[src/rtl/ws2812_pkg.sv]
// Shared constants and decoder state type for the WS2812 stream receiver.
package ws2812_pkg;

    localparam int unsigned PIXEL_BITS = 24;
    localparam int unsigned GRID_CELLS = 64;
    localparam int unsigned HIGH_W     = 8;
    localparam int unsigned LOW_W      = 16;

    localparam int unsigned DEF_CLK_HZ       = 12_000_000;
    localparam int unsigned DEF_BIT_THRESH   = 7;
    localparam int unsigned DEF_MIN_HIGH     = 2;
    localparam int unsigned DEF_MAX_HIGH     = 20;
    localparam int unsigned DEF_RESET_CYCLES = 600;

    typedef enum logic [1:0] {
        StSync,
        StIdle,
        StHigh,
        StLow
    } dec_state_t;

endpackage

[src/rtl/ws2812_decoder_if.sv]
// Decoder bus: raw data line in, pixel and frame results out.
interface ws2812_decoder_if;
    import ws2812_pkg::*;

    logic                    din;
    logic                    pixel_valid;
    logic [PIXEL_BITS-1:0]   pixel_data;
    logic [5:0]              pixel_index;
    logic                    frame_valid;
    logic [GRID_CELLS-1:0]   grid;
    logic                    frame_err;

    // master: the decoder itself; slave: whoever drives the line and consumes results
    modport master (
        input  din,
        output pixel_valid, pixel_data, pixel_index, frame_valid, grid, frame_err
    );
    modport slave (
        output din,
        input  pixel_valid, pixel_data, pixel_index, frame_valid, grid, frame_err
    );
endinterface

[src/rtl/ws2812_pulse_meas.sv]
// Line synchronizer, edge detect and saturating high/low run-length counters.
module ws2812_pulse_meas
    import ws2812_pkg::*;
(
    input  logic              clk,
    input  logic              rst_n,
    input  logic              i_din,
    output logic              o_rise,
    output logic              o_fall,
    output logic [HIGH_W-1:0] o_high_width,
    output logic [LOW_W-1:0]  o_low_count
);

    logic [1:0]        r_sync;
    logic              r_prev;
    logic [HIGH_W-1:0] r_high;
    logic [LOW_W-1:0]  r_low;
    logic              w_line;

    assign w_line = r_sync[1];
    assign o_rise = w_line & ~r_prev;
    assign o_fall = ~w_line & r_prev;
    assign o_high_width = r_high;
    assign o_low_count  = r_low;

    always_ff @(posedge clk or negedge rst_n) begin
        if (!rst_n) begin
            r_sync <= '0;
            r_prev <= 1'b0;
            r_high <= '0;
            r_low  <= '0;
        end else begin
            r_sync <= {r_sync[0], i_din};
            r_prev <= w_line;
            // At a fall r_high holds the full width of the pulse just ended
            if (o_rise) begin
                r_high <= HIGH_W'(1);
            end else if (w_line && (r_high != '1)) begin
                r_high <= r_high + 1'b1;
            end
            if (o_fall) begin
                r_low <= LOW_W'(1);
            end else if (w_line) begin
                r_low <= '0;
            end else if (r_low != '1) begin
                r_low <= r_low + 1'b1;
            end
        end
    end

endmodule

[src/rtl/ws2812_decoder.sv]
// WS2812 receiver: decodes GRB pixels and publishes a 64-cell occupancy grid per frame.
// Define WS2812_DEC_STRICT_EN to flag over-long high pulses and in-pixel low gaps.
module ws2812_decoder
    import ws2812_pkg::*;
#(
    parameter int unsigned CLK_HZ       = DEF_CLK_HZ,
    parameter int unsigned BIT_THRESH   = DEF_BIT_THRESH,
    parameter int unsigned MIN_HIGH     = DEF_MIN_HIGH,
    parameter int unsigned MAX_HIGH     = DEF_MAX_HIGH,
    parameter int unsigned RESET_CYCLES = DEF_RESET_CYCLES
) (
    input logic               clk,
    input logic               rst_n,
    ws2812_decoder_if.master  bus
);

    // CLK_HZ is informational; it only takes part in this sanity check
    if (CLK_HZ == 0 || BIT_THRESH < MIN_HIGH || MAX_HIGH >= RESET_CYCLES) begin : g_cfg_check
        $error("ws2812_decoder: inconsistent timing parameters");
    end

    localparam logic [HIGH_W-1:0] L_THRESH = HIGH_W'(BIT_THRESH);
    localparam logic [HIGH_W-1:0] L_MIN    = HIGH_W'(MIN_HIGH);
    localparam logic [LOW_W-1:0]  L_RESET  = LOW_W'(RESET_CYCLES);

    logic                  w_rise;
    logic                  w_fall;
    logic [HIGH_W-1:0]     w_high_width;
    logic [LOW_W-1:0]      w_low_count;
    logic                  w_bit;
    logic                  w_glitch;
    logic                  w_too_long;
    logic                  w_last;
    logic [PIXEL_BITS-1:0] w_word;

    dec_state_t            r_state;
    logic [PIXEL_BITS-2:0] r_shift;
    logic [4:0]            r_bit_cnt;
    logic [5:0]            r_index;
    logic                  r_full;
    logic                  r_err;
    logic [GRID_CELLS-1:0] r_work;
    logic                  r_pixel_valid;
    logic [PIXEL_BITS-1:0] r_pixel_data;
    logic [5:0]            r_pixel_index;
    logic                  r_frame_valid;
    logic [GRID_CELLS-1:0] r_grid;
    logic                  r_frame_err;

    ws2812_pulse_meas u_meas (
        .clk          (clk),
        .rst_n        (rst_n),
        .i_din        (bus.din),
        .o_rise       (w_rise),
        .o_fall       (w_fall),
        .o_high_width (w_high_width),
        .o_low_count  (w_low_count)
    );

    assign w_bit    = (w_high_width >= L_THRESH);
    assign w_glitch = (w_high_width < L_MIN);
    assign w_last   = (r_bit_cnt == 5'(PIXEL_BITS - 1));
    assign w_word   = {r_shift, w_bit};

`ifdef WS2812_DEC_STRICT_EN
    localparam logic [HIGH_W-1:0] L_MAX     = HIGH_W'(MAX_HIGH);
    localparam logic [LOW_W-1:0]  L_GAP_MAX = LOW_W'(MAX_HIGH + 1);
    assign w_too_long = (w_high_width > L_MAX);
`else
    assign w_too_long = 1'b0;
`endif

    always_ff @(posedge clk or negedge rst_n) begin
        if (!rst_n) begin
            r_state       <= StSync;
            r_shift       <= '0;
            r_bit_cnt     <= '0;
            r_index       <= '0;
            r_full        <= 1'b0;
            r_err         <= 1'b0;
            r_work        <= '0;
            r_pixel_valid <= 1'b0;
            r_pixel_data  <= '0;
            r_pixel_index <= '0;
            r_frame_valid <= 1'b0;
            r_grid        <= '0;
            r_frame_err   <= 1'b0;
        end else begin
            r_pixel_valid <= 1'b0;
            r_frame_valid <= 1'b0;
            unique case (r_state)
                StSync: if (w_low_count == L_RESET) r_state <= StIdle;
                StIdle: if (w_rise) r_state <= StHigh;
                StHigh: begin
                    if (w_fall) begin
                        r_state <= StLow;
                        if (w_too_long) begin
                            r_err <= 1'b1;
                        end else if (!w_glitch) begin
                            if (w_last) begin
                                r_pixel_valid <= 1'b1;
                                r_pixel_data  <= w_word;
                                r_pixel_index <= r_index;
                                r_bit_cnt     <= '0;
                                // Index parks at the last cell once the grid is full
                                if (r_full) begin
                                    r_err <= 1'b1;
                                end else begin
                                    r_work[r_index] <= |w_word;
                                    if (r_index == 6'(GRID_CELLS - 1)) r_full <= 1'b1;
                                    else r_index <= r_index + 1'b1;
                                end
                            end else begin
                                r_shift   <= w_word[PIXEL_BITS-2:0];
                                r_bit_cnt <= r_bit_cnt + 1'b1;
                            end
                        end
                    end
                end
                StLow: begin
                    if (w_low_count == L_RESET) begin
                        r_grid        <= r_work;
                        r_frame_valid <= 1'b1;
                        r_frame_err   <= r_err | (r_bit_cnt != '0);
                        r_work        <= '0;
                        r_index       <= '0;
                        r_bit_cnt     <= '0;
                        r_full        <= 1'b0;
                        r_err         <= 1'b0;
                        r_state       <= w_rise ? StHigh : StIdle;
                    end else begin
                        if (w_rise) r_state <= StHigh;
`ifdef WS2812_DEC_STRICT_EN
                        if (w_low_count == L_GAP_MAX && r_bit_cnt != '0) r_err <= 1'b1;
`endif
                    end
                end
                default: r_state <= StSync;
            endcase
        end
    end

    assign bus.pixel_valid = r_pixel_valid;
    assign bus.pixel_data  = r_pixel_data;
    assign bus.pixel_index = r_pixel_index;
    assign bus.frame_valid = r_frame_valid;
    assign bus.grid        = r_grid;
    assign bus.frame_err   = r_frame_err;

endmodule

[src/flat_wrapper.sv]
// flat-port wrapper written by rule: the top's interface ports become plain ports
module ws2812_decoder_flat import ws2812_pkg::*;
#(
    parameter int unsigned CLK_HZ       = DEF_CLK_HZ,
    parameter int unsigned BIT_THRESH   = DEF_BIT_THRESH,
    parameter int unsigned MIN_HIGH     = DEF_MIN_HIGH,
    parameter int unsigned MAX_HIGH     = DEF_MAX_HIGH,
    parameter int unsigned RESET_CYCLES = DEF_RESET_CYCLES
)
  (clk, rst_n, bus_din, bus_pixel_valid, bus_pixel_data, bus_pixel_index, bus_frame_valid, bus_grid, bus_frame_err);
  ws2812_decoder_if bus_i ();
  input logic clk;
  input logic rst_n;
  input wire logic [$bits(bus_i.din)-1:0] bus_din;
  output wire logic [$bits(bus_i.pixel_valid)-1:0] bus_pixel_valid;
  output wire logic [$bits(bus_i.pixel_data)-1:0] bus_pixel_data;
  output wire logic [$bits(bus_i.pixel_index)-1:0] bus_pixel_index;
  output wire logic [$bits(bus_i.frame_valid)-1:0] bus_frame_valid;
  output wire logic [$bits(bus_i.grid)-1:0] bus_grid;
  output wire logic [$bits(bus_i.frame_err)-1:0] bus_frame_err;
  assign bus_i.din = bus_din;
  assign bus_pixel_valid = bus_i.pixel_valid;
  assign bus_pixel_data = bus_i.pixel_data;
  assign bus_pixel_index = bus_i.pixel_index;
  assign bus_frame_valid = bus_i.frame_valid;
  assign bus_grid = bus_i.grid;
  assign bus_frame_err = bus_i.frame_err;
  ws2812_decoder #(.CLK_HZ(CLK_HZ), .BIT_THRESH(BIT_THRESH), .MIN_HIGH(MIN_HIGH), .MAX_HIGH(MAX_HIGH), .RESET_CYCLES(RESET_CYCLES)) u_core (.clk(clk), .rst_n(rst_n), .bus(bus_i));
endmodule
[config.mk]
export PLATFORM = sky130hd
export DESIGN_NAME = ws2812_decoder_flat
export DESIGN_NICKNAME = d
export VERILOG_FILES = /design/src/rtl/ws2812_pkg.sv /design/src/rtl/ws2812_decoder_if.sv /design/src/rtl/ws2812_pulse_meas.sv /design/src/rtl/ws2812_decoder.sv /design/src/flat_wrapper.sv
export SDC_FILE = /design/constraint.sdc
export NUM_CORES = 1
export LEC_CHECK = 0
export ABC_CLOCK_PERIOD_IN_PS = 2300
export CELL_PAD_IN_SITES_DETAIL_PLACEMENT = 1
export CELL_PAD_IN_SITES_GLOBAL_PLACEMENT = 2
export CORE_MARGIN = 4
export CORE_UTILIZATION = 37
export DETAILED_ROUTE_END_ITERATION = 16
export PLACE_DENSITY_LB_ADDON = 0.15
export SKIP_CTS_REPAIR_TIMING = 1
export SLEW_MARGIN = 20
export SYNTH_ARGS = -nofsm -noshare
export SYNTH_HDL_FRONTEND = slang
export SYNTH_SLANG_ARGS = --single-unit
[constraint.sdc]
create_clock -name clk -period 2.3 [get_ports clk]
set_clock_uncertainty 0.15 [all_clocks]
set_input_delay 0.345 -clock clk [delete_from_list [all_inputs] [get_ports clk]]
set_output_delay 0.345 -clock clk [all_outputs]
set_load 0.01 [all_outputs]
==> qor.yml, run 1 <==
outcome:
  outcome: "complete, no violations"
clock_tree:
  cts_tree: "yes"
  cts-htree-levels: 1
  tritoncts_num_sinks: 226
  path_clk_slew_ps: 60
  clock_tree.root_cell: "sky130_fd_sc_hd__clkbuf_16"
  cts_buffers: 27
  clock_tree.buffer_depth: 3
  clock_insertion_delay_worst_skew_ps: 540
layout:
  final_cells: 1510
  layout-drive-gt1-share_pct: 15.9
  final_net_count: 1161
  layout.cells.most_common: "sky130_fd_sc_hd__dfrtp_1"
  antenna_cells_inserted: 0
  leading_cell_types_in_the_layout_fill_and_taps_excluded: "sky130_fd_sc_hd__dfrtp_1, sky130_fd_sc_hd__nand2_1, sky130_fd_sc_hd__o21ai_0"
  area.growth.synth_to_final_pct: 25.8
  final_layout_fill_cell_count: 3009
  finalCoreUtilization_pct: 47.4
grt:
  maximum_number_of_pins_on_one_net_before_global_route_repair: 68
  grt_pass1_wl_um: 46700
  grt_use_total_pct: 18.2
  grt_pass1_vias: 8657
  grt_remaining_overflow: 0
  grt_antenna_before_repair: 0
floorplan:
  row_count: 60
  design.portCount: 100
  die-height_um: 174
  die_x_um: 174
  floorplan.initialDensity_pct: 37.7
  coreArea_um2: 27000
  floorplan.die_area_um2: 30200
setup_path:
  worst_setup_path_start_kind: "flop"
  worst_setup_path_startpoint: "u_core.u_meas.o_high_width[0]"
  rr_endpoint: "u_core.r_work[62]"
  reg2reg_slack_ps: 160
  timing_worst_setup_path_type: "reg2reg"
  endpoint_required_time_on_the_critical_path_ps: 2540
  critical_path.endpoint_type: "flop"
  cp_data_arrival_time_ps: 2380
  r2r-start: "u_core.u_meas.o_high_width[0]"
  rr_worst_depth: 7
  critPathMaxFanout: 8
  critPathCapture: "u_core.r_work[62]"
timing:
  timing.slew.headroom_pct: 57.4
  hold_viol: 0
  fmax_ghz: 0.467
  worstMarginPinSlew_ps: 632
  setup_violating_endpoint_count_in_the_final_report: 0
  timing.final.crit_share_pct: 93.2
  final-max-slew-violation-count: 0
  layout_min_cycle_time_ps: 2140
  final.setup.worst_slack_ps: 157
  hold_slack_ps: 112
  setup_total_negative_slack_ps: 0
  setup_repair_after_global_routing_missed_its_margin: "no"
yosys:
  synthDominantCellAreaShare_pct: 55.5
  mappedNetlistArea_um2: 10200
  synthesis.nets: 1048
  post_synthesis_async_set_or_reset_flop_share_pct: 100
  synth.ff_latch_count: 226
  synth_area_per_cell_um2: 9.80
  ys_warn_count: 0
  ys_types: 57
  synth-main-ff-cell: "sky130_fd_sc_hd__dfrtp_1"
  seq_area_frac_synth_pct: 55.5
  cell_accounting_for_the_most_synthesized_area: "sky130_fd_sc_hd__dfrtp_1"
  synth-edff-count: 0
  synthCells: 1039
  synthTopCellsByArea: "sky130_fd_sc_hd__dfrtp_1, sky130_fd_sc_hd__o21ai_0, sky130_fd_sc_hd__nand2_1"
place:
  finalWeightedCongestion: 0.751
  detailedPlacementHpwl_um: 17900
  placed_cells: 1463
  preCtsSetupSlack_ps: 90.2
  port-buffer-count: 99
route:
  route.detailed.vias_per_inst: 5.29
  detail_route.wl_per_cell_um: 17.9
  postRouteWirelength_um: 27100
  route.detailed.drc: 0
  drtAntennaViolNets: 0
  first_pass_iters: 4
  drt_first_iter_violations: 363
  detailroute.via_count: 7994
pwr:
  switching_share_pct: 21.8
  leakage_nw: 6.02
  pwr-share-clk_pct: 49.6
  total_switching_power_mw: 1.85
  relative_contribution_of_sequential_cells_to_total_power_pct: 47.3
  vdd_drop_max_v: 0.000556
  pwr-share-comb_pct: 3.1
  power_density_nw_per_um2: 664
  cell_internal_pwr_mw: 6.65
flow_run:
  maxCapViolCount: 0
min_path:
  min_path_type: "in2reg"
==> Yosys cell counts (4+ instances only) <==
cell	n
sky130_fd_sc_hd__or3_1	4
sky130_fd_sc_hd__buf_6	6
sky130_fd_sc_hd__clkbuf_1	44
sky130_fd_sc_hd__a211oi_1	5
sky130_fd_sc_hd__nand3b_1	9
sky130_fd_sc_hd__ha_1	6
sky130_fd_sc_hd__o21ai_1	57
sky130_fd_sc_hd__xnor2_1	13
sky130_fd_sc_hd__dfrtp_1	226
sky130_fd_sc_hd__o21ai_0	177
sky130_fd_sc_hd__buf_2	23
sky130_fd_sc_hd__o31ai_1	11
sky130_fd_sc_hd__inv_1	15
sky130_fd_sc_hd__nand4_1	9
sky130_fd_sc_hd__and3_1	7
sky130_fd_sc_hd__nor4_1	9
sky130_fd_sc_hd__a21oi_1	26
sky130_fd_sc_hd__nand3_1	17
sky130_fd_sc_hd__nor2_1	35
sky130_fd_sc_hd__nand2_1	221
sky130_fd_sc_hd__a31oi_1	6
sky130_fd_sc_hd__nor3_1	7
sky130_fd_sc_hd__nand3b_4	5
sky130_fd_sc_hd__mux2_2	52
==> sequential cells by signal, summed over array words and instances (netlist names) <==
register                    flops
u_core.r_state                  2
u_core.u_meas.r_prev            1
u_core.r_shift                 23
u_core.r_bit_cnt                5
u_core.bus.frame_valid          1
u_core.u_meas.o_low_count      16
u_core.u_meas.r_sync            2
u_core.r_work                  64
u_core.u_meas.o_high_width      8
u_core.r_index                  6
u_core.bus.frame_err            1
u_core.r_full                   1
u_core.bus.grid                64
u_core.r_err                    1
u_core.bus.pixel_data          24
u_core.bus.pixel_valid          1
u_core.bus.pixel_index          6
==> layer usage <==
layer / global-route usage, % / vias up / wire length [µm]
li1: - / 3825 / -
met1: 25.0 / 4014 / 12400
met2: 31.3 / 126 / 13300
met3: 2.73 / 29 / 1110
met4: 3.04 / 0 / 293
met5: 0 / - / 0
==> worst max-delay path, stage by stage (launching register included) <==
cell and delay [ps]:
sky130_fd_sc_hd__dfrtp_1 370, sky130_fd_sc_hd__ha_1 260, sky130_fd_sc_hd__a211oi_2 230, sky130_fd_sc_hd__nand2_1 110, sky130_fd_sc_hd__or3_1 440, sky130_fd_sc_hd__buf_12 180
sky130_fd_sc_hd__nand3_2 150, sky130_fd_sc_hd__o21ai_0 110
==> logic make-up after synthesis <==
| kind of cell | after synthesis | share of synthesized area, % |
|---|---|---|
| adders and majority gates | 6 | 0.737 |
| muxes | 52 | 5.75 |
| DFF | 226 | 55.5 |
| AOI/OAI and AO/OA | 294 | 15.4 |
| and+or+nand+nor | 354 | 17.0 |
| buffers and inverters | 92 | 4.19 |
| xor gates and xnor gates | 15 | 1.29 |
==> power by group through the flow <==
stage / sequential, mW / clock, mW / combinational, mW
after floorplan: 4.09 / 0 / 0.0940
after global placement: 4.09 / 0 / 0.261
after detailed placement: 4.09 / 0 / 0.264
after CTS: 4.02 / 4.35 / 0.263
after global routing: 4.02 / 4.54 / 0.297
final: 4.02 / 4.21 / 0.264
==> area by class of cell <==
class | count | area (µm²) | area share, %
repair buffers | 160 | 1640 | 12.8
multi-input cells | 721 | 4150 | 32.4
flip-flops and latches | 226 | 5660 | 44.2
clock inverters | 7 | 91.3 | 0.713
inverters | 16 | 60.1 | 0.469
well taps | 341 | 427 | 3.33
clock buffers | 39 | 781 | 6.10
==> metrics by stage <==
stage,instance area (µm²),power [mW]
after floorplan,10200,4.18
after detailed placement,11900,4.35
final,12800,8.50
after global placement,11900,4.35
after global routing,12800,8.86
after CTS,12800,8.63
==> how the worst min path moves through the flow <==
stage,from,endpoint,slack [ps],cells after the start
floorplan,rst_n,u_core.bus.frame_err,-100,0
global placement,rst_n,u_core.bus.grid[42],110,1
detailed placement,rst_n,u_core.bus.grid[42],110,1
CTS,rst_n,u_core.r_bit_cnt[3],-460,1
global route,bus_din,u_core.u_meas.r_sync[0],100,1
finish,bus_din,u_core.u_meas.r_sync[0],110,1
Note: power is estimated with default switching activity, not from simulation.
==> inputs of run 2 (changes only) <==
- PLACE_DENSITY_LB_ADDON: 0.15 -> 0.2
==> run 2 against run 1 <==
Compared with the run above: first-iteration DRC count fell by 11%; critical endpoint is now u_core.u_meas.o_low_count[6]; setup slack worse by 46 ps; critical path type unchanged; largest power group unchanged; sequential share of layout area up 0.13 points.
==> qor.yml, run 2 (same netlist as run 1, synthesis figures left out) <==
clock_tree:
  cts_buffers: 26
  clock_tree.buffer_depth: 3
  tritoncts_num_sinks: 226
  clock_insertion_delay_worst_skew_ps: 540
  path_clk_slew_ps: 60
  cts_tree: "yes"
  clock_tree.root_cell: "sky130_fd_sc_hd__clkbuf_16"
  cts-htree-levels: 1
route:
  route.detailed.vias_per_inst: 5.34
  route.detailed.drc: 0
  detailroute.via_count: 8041
  drt_first_iter_violations: 324
  postRouteWirelength_um: 27400
  first_pass_iters: 4
  detail_route.wl_per_cell_um: 18.2
  drtAntennaViolNets: 0
layout:
  multi_input_area_um2: 4140
  ff_latch_area_um2: 5660
  area.growth.synth_to_final_pct: 25.4
  final_layout_fill_cell_count: 2995
  layout-drive-gt1-share_pct: 16.0
  leading_cell_types_in_the_layout_fill_and_taps_excluded: "sky130_fd_sc_hd__dfrtp_1, sky130_fd_sc_hd__nand2_1, sky130_fd_sc_hd__o21ai_0"
  layout.cells.most_common: "sky130_fd_sc_hd__dfrtp_1"
  final_net_count: 1157
  antenna_cells_inserted: 0
grt:
  grt_antenna_before_repair: 0
  grt_remaining_overflow: 0
  grt_pass1_wl_um: 45900
  grt_pass1_vias: 8477
  grt_use_total_pct: 18.1
  maximum_number_of_pins_on_one_net_before_global_route_repair: 65
setup_path:
  critPathMaxFanout: 9
  cp_data_arrival_time_ps: 2470
  worst_setup_path_start_kind: "flop"
  critical_path.endpoint_type: "flop"
  endpoint_required_time_on_the_critical_path_ps: 2590
  timing_worst_setup_path_type: "reg2reg"
timing:
  final-max-slew-violation-count: 0
  hold_viol: 0
  fmax_ghz: 0.457
  hold_slack_ps: 116
  timing.final.crit_share_pct: 95.1
  setup_repair_after_global_routing_missed_its_margin: "yes"
  setup_violating_endpoint_count_in_the_final_report: 0
  worstMarginPinSlew_ps: 781
  layout_min_cycle_time_ps: 2190
  timing.slew.headroom_pct: 47.7
flow_run:
  maxCapViolCount: 0
floorplan:
  row_count: 60
  floorplan.die_area_um2: 30200
  floorplan.initialDensity_pct: 37.7
  die-height_um: 174
  die_x_um: 174
  design.portCount: 100
  coreArea_um2: 27000
pwr:
  pwr-share-clk_pct: 49.4
  pwr-share-comb_pct: 3.1
  finalPower_mw: 8.46
  vdd_drop_max_v: 0.000452
  power_density_nw_per_um2: 662
  leakage_nw: 6.00
  relative_contribution_of_sequential_cells_to_total_power_pct: 47.5
  switching_share_pct: 21.9
  total_switching_power_mw: 1.85
  cell_internal_pwr_mw: 6.60
place:
  detailedPlacementHpwl_um: 18000
  port-buffer-count: 99
  finalWeightedCongestion: 0.804
min_path:
  min_path_type: "in2reg"
outcome:
  outcome: "complete, no violations"
run 2: changes by cell type in the layout (fill, tap and decap cells not counted), sizes merged:
cell | previous run | this run
clkinv | 3 | 8
buf | 61 | 58
inv | 17 | 16
clkbuf | 39 | 35
run 2: worst paths after layout:
check / from / end / slack, ps / cells after the start
worst min register to register: u_core.u_meas.r_sync[0] / u_core.u_meas.r_sync[1] / 200 / 0
worst max-delay path: u_core.u_meas.o_low_count[0] / u_core.u_meas.o_low_count[6] / 110 / 6
worst min-delay path: bus_din / u_core.u_meas.r_sync[0] / 120 / 1
max in group asynchronous: rst_n / u_core.u_meas.r_prev / 1000 / 3
min in group asynchronous: rst_n / u_core.bus.grid[40] / 240 / 2
worst max register to register: u_core.u_meas.o_low_count[0] / u_core.u_meas.o_low_count[6] / 110 / 6
run 2: layout make-up:
class / count / area share (%)
clock buffer: 35 / 5.91
tap: 341 / 3.34
timing repair buffer: 157 / 12.6
multi-input combinational: 721 / 32.4
clock inverter: 11 / 0.960
inverter: 16 / 0.470
sequential: 226 / 44.3
run 2: metrics by stage:
| stage | utilization [%] | setup WS, ps | cells | setup TNS (ps) | instance area (µm²) |
|---|---|---|---|---|---|
| 6_report | 47.3 | 112 | 1507 | 0 | 12800 |
| 5_1_grt | 47.3 | -1.10 | 1507 | -1.10 | 12800 |
| 4_1_cts | 47.1 | 36.7 | 1506 | 0 | 12700 |
| 2_1_floorplan | - | 271 | 1039 | 0 | 10200 |
| 3_3_place_gp | 43.9 | 129 | 1460 | 0 | 11900 |
| 3_5_place_dp | 43.9 | 48.1 | 1460 | 0 | 11900 |
run 2: metal layers:
metal	up-vias	global-route usage, %	part of all wire, %
met4	0	3.04	1.1
li1	3806	-	-
met3	25	3.16	4.2
met1	4094	24.9	46
met2	116	30.5	48
met5	-	0	0
run 2: worst max-delay path, cell delays in order, from the launching register on:
cell and delay (ps):
sky130_fd_sc_hd__dfrtp_1 420, sky130_fd_sc_hd__ha_1 250, sky130_fd_sc_hd__and2_1 210, sky130_fd_sc_hd__and4_1 330
sky130_fd_sc_hd__and2_1 230, sky130_fd_sc_hd__or3_1 350, sky130_fd_sc_hd__a21oi_1 170
run 2: power groups by stage:
stage / clock network [mW] / logic, mW / registers (mW)
floorplan: 0 / 0.0940 / 4.09
global placement: 0 / 0.257 / 4.09
detailed placement: 0 / 0.261 / 4.09
CTS: 4.33 / 0.262 / 4.02
global route: 4.47 / 0.296 / 4.02
finish: 4.18 / 0.261 / 4.02
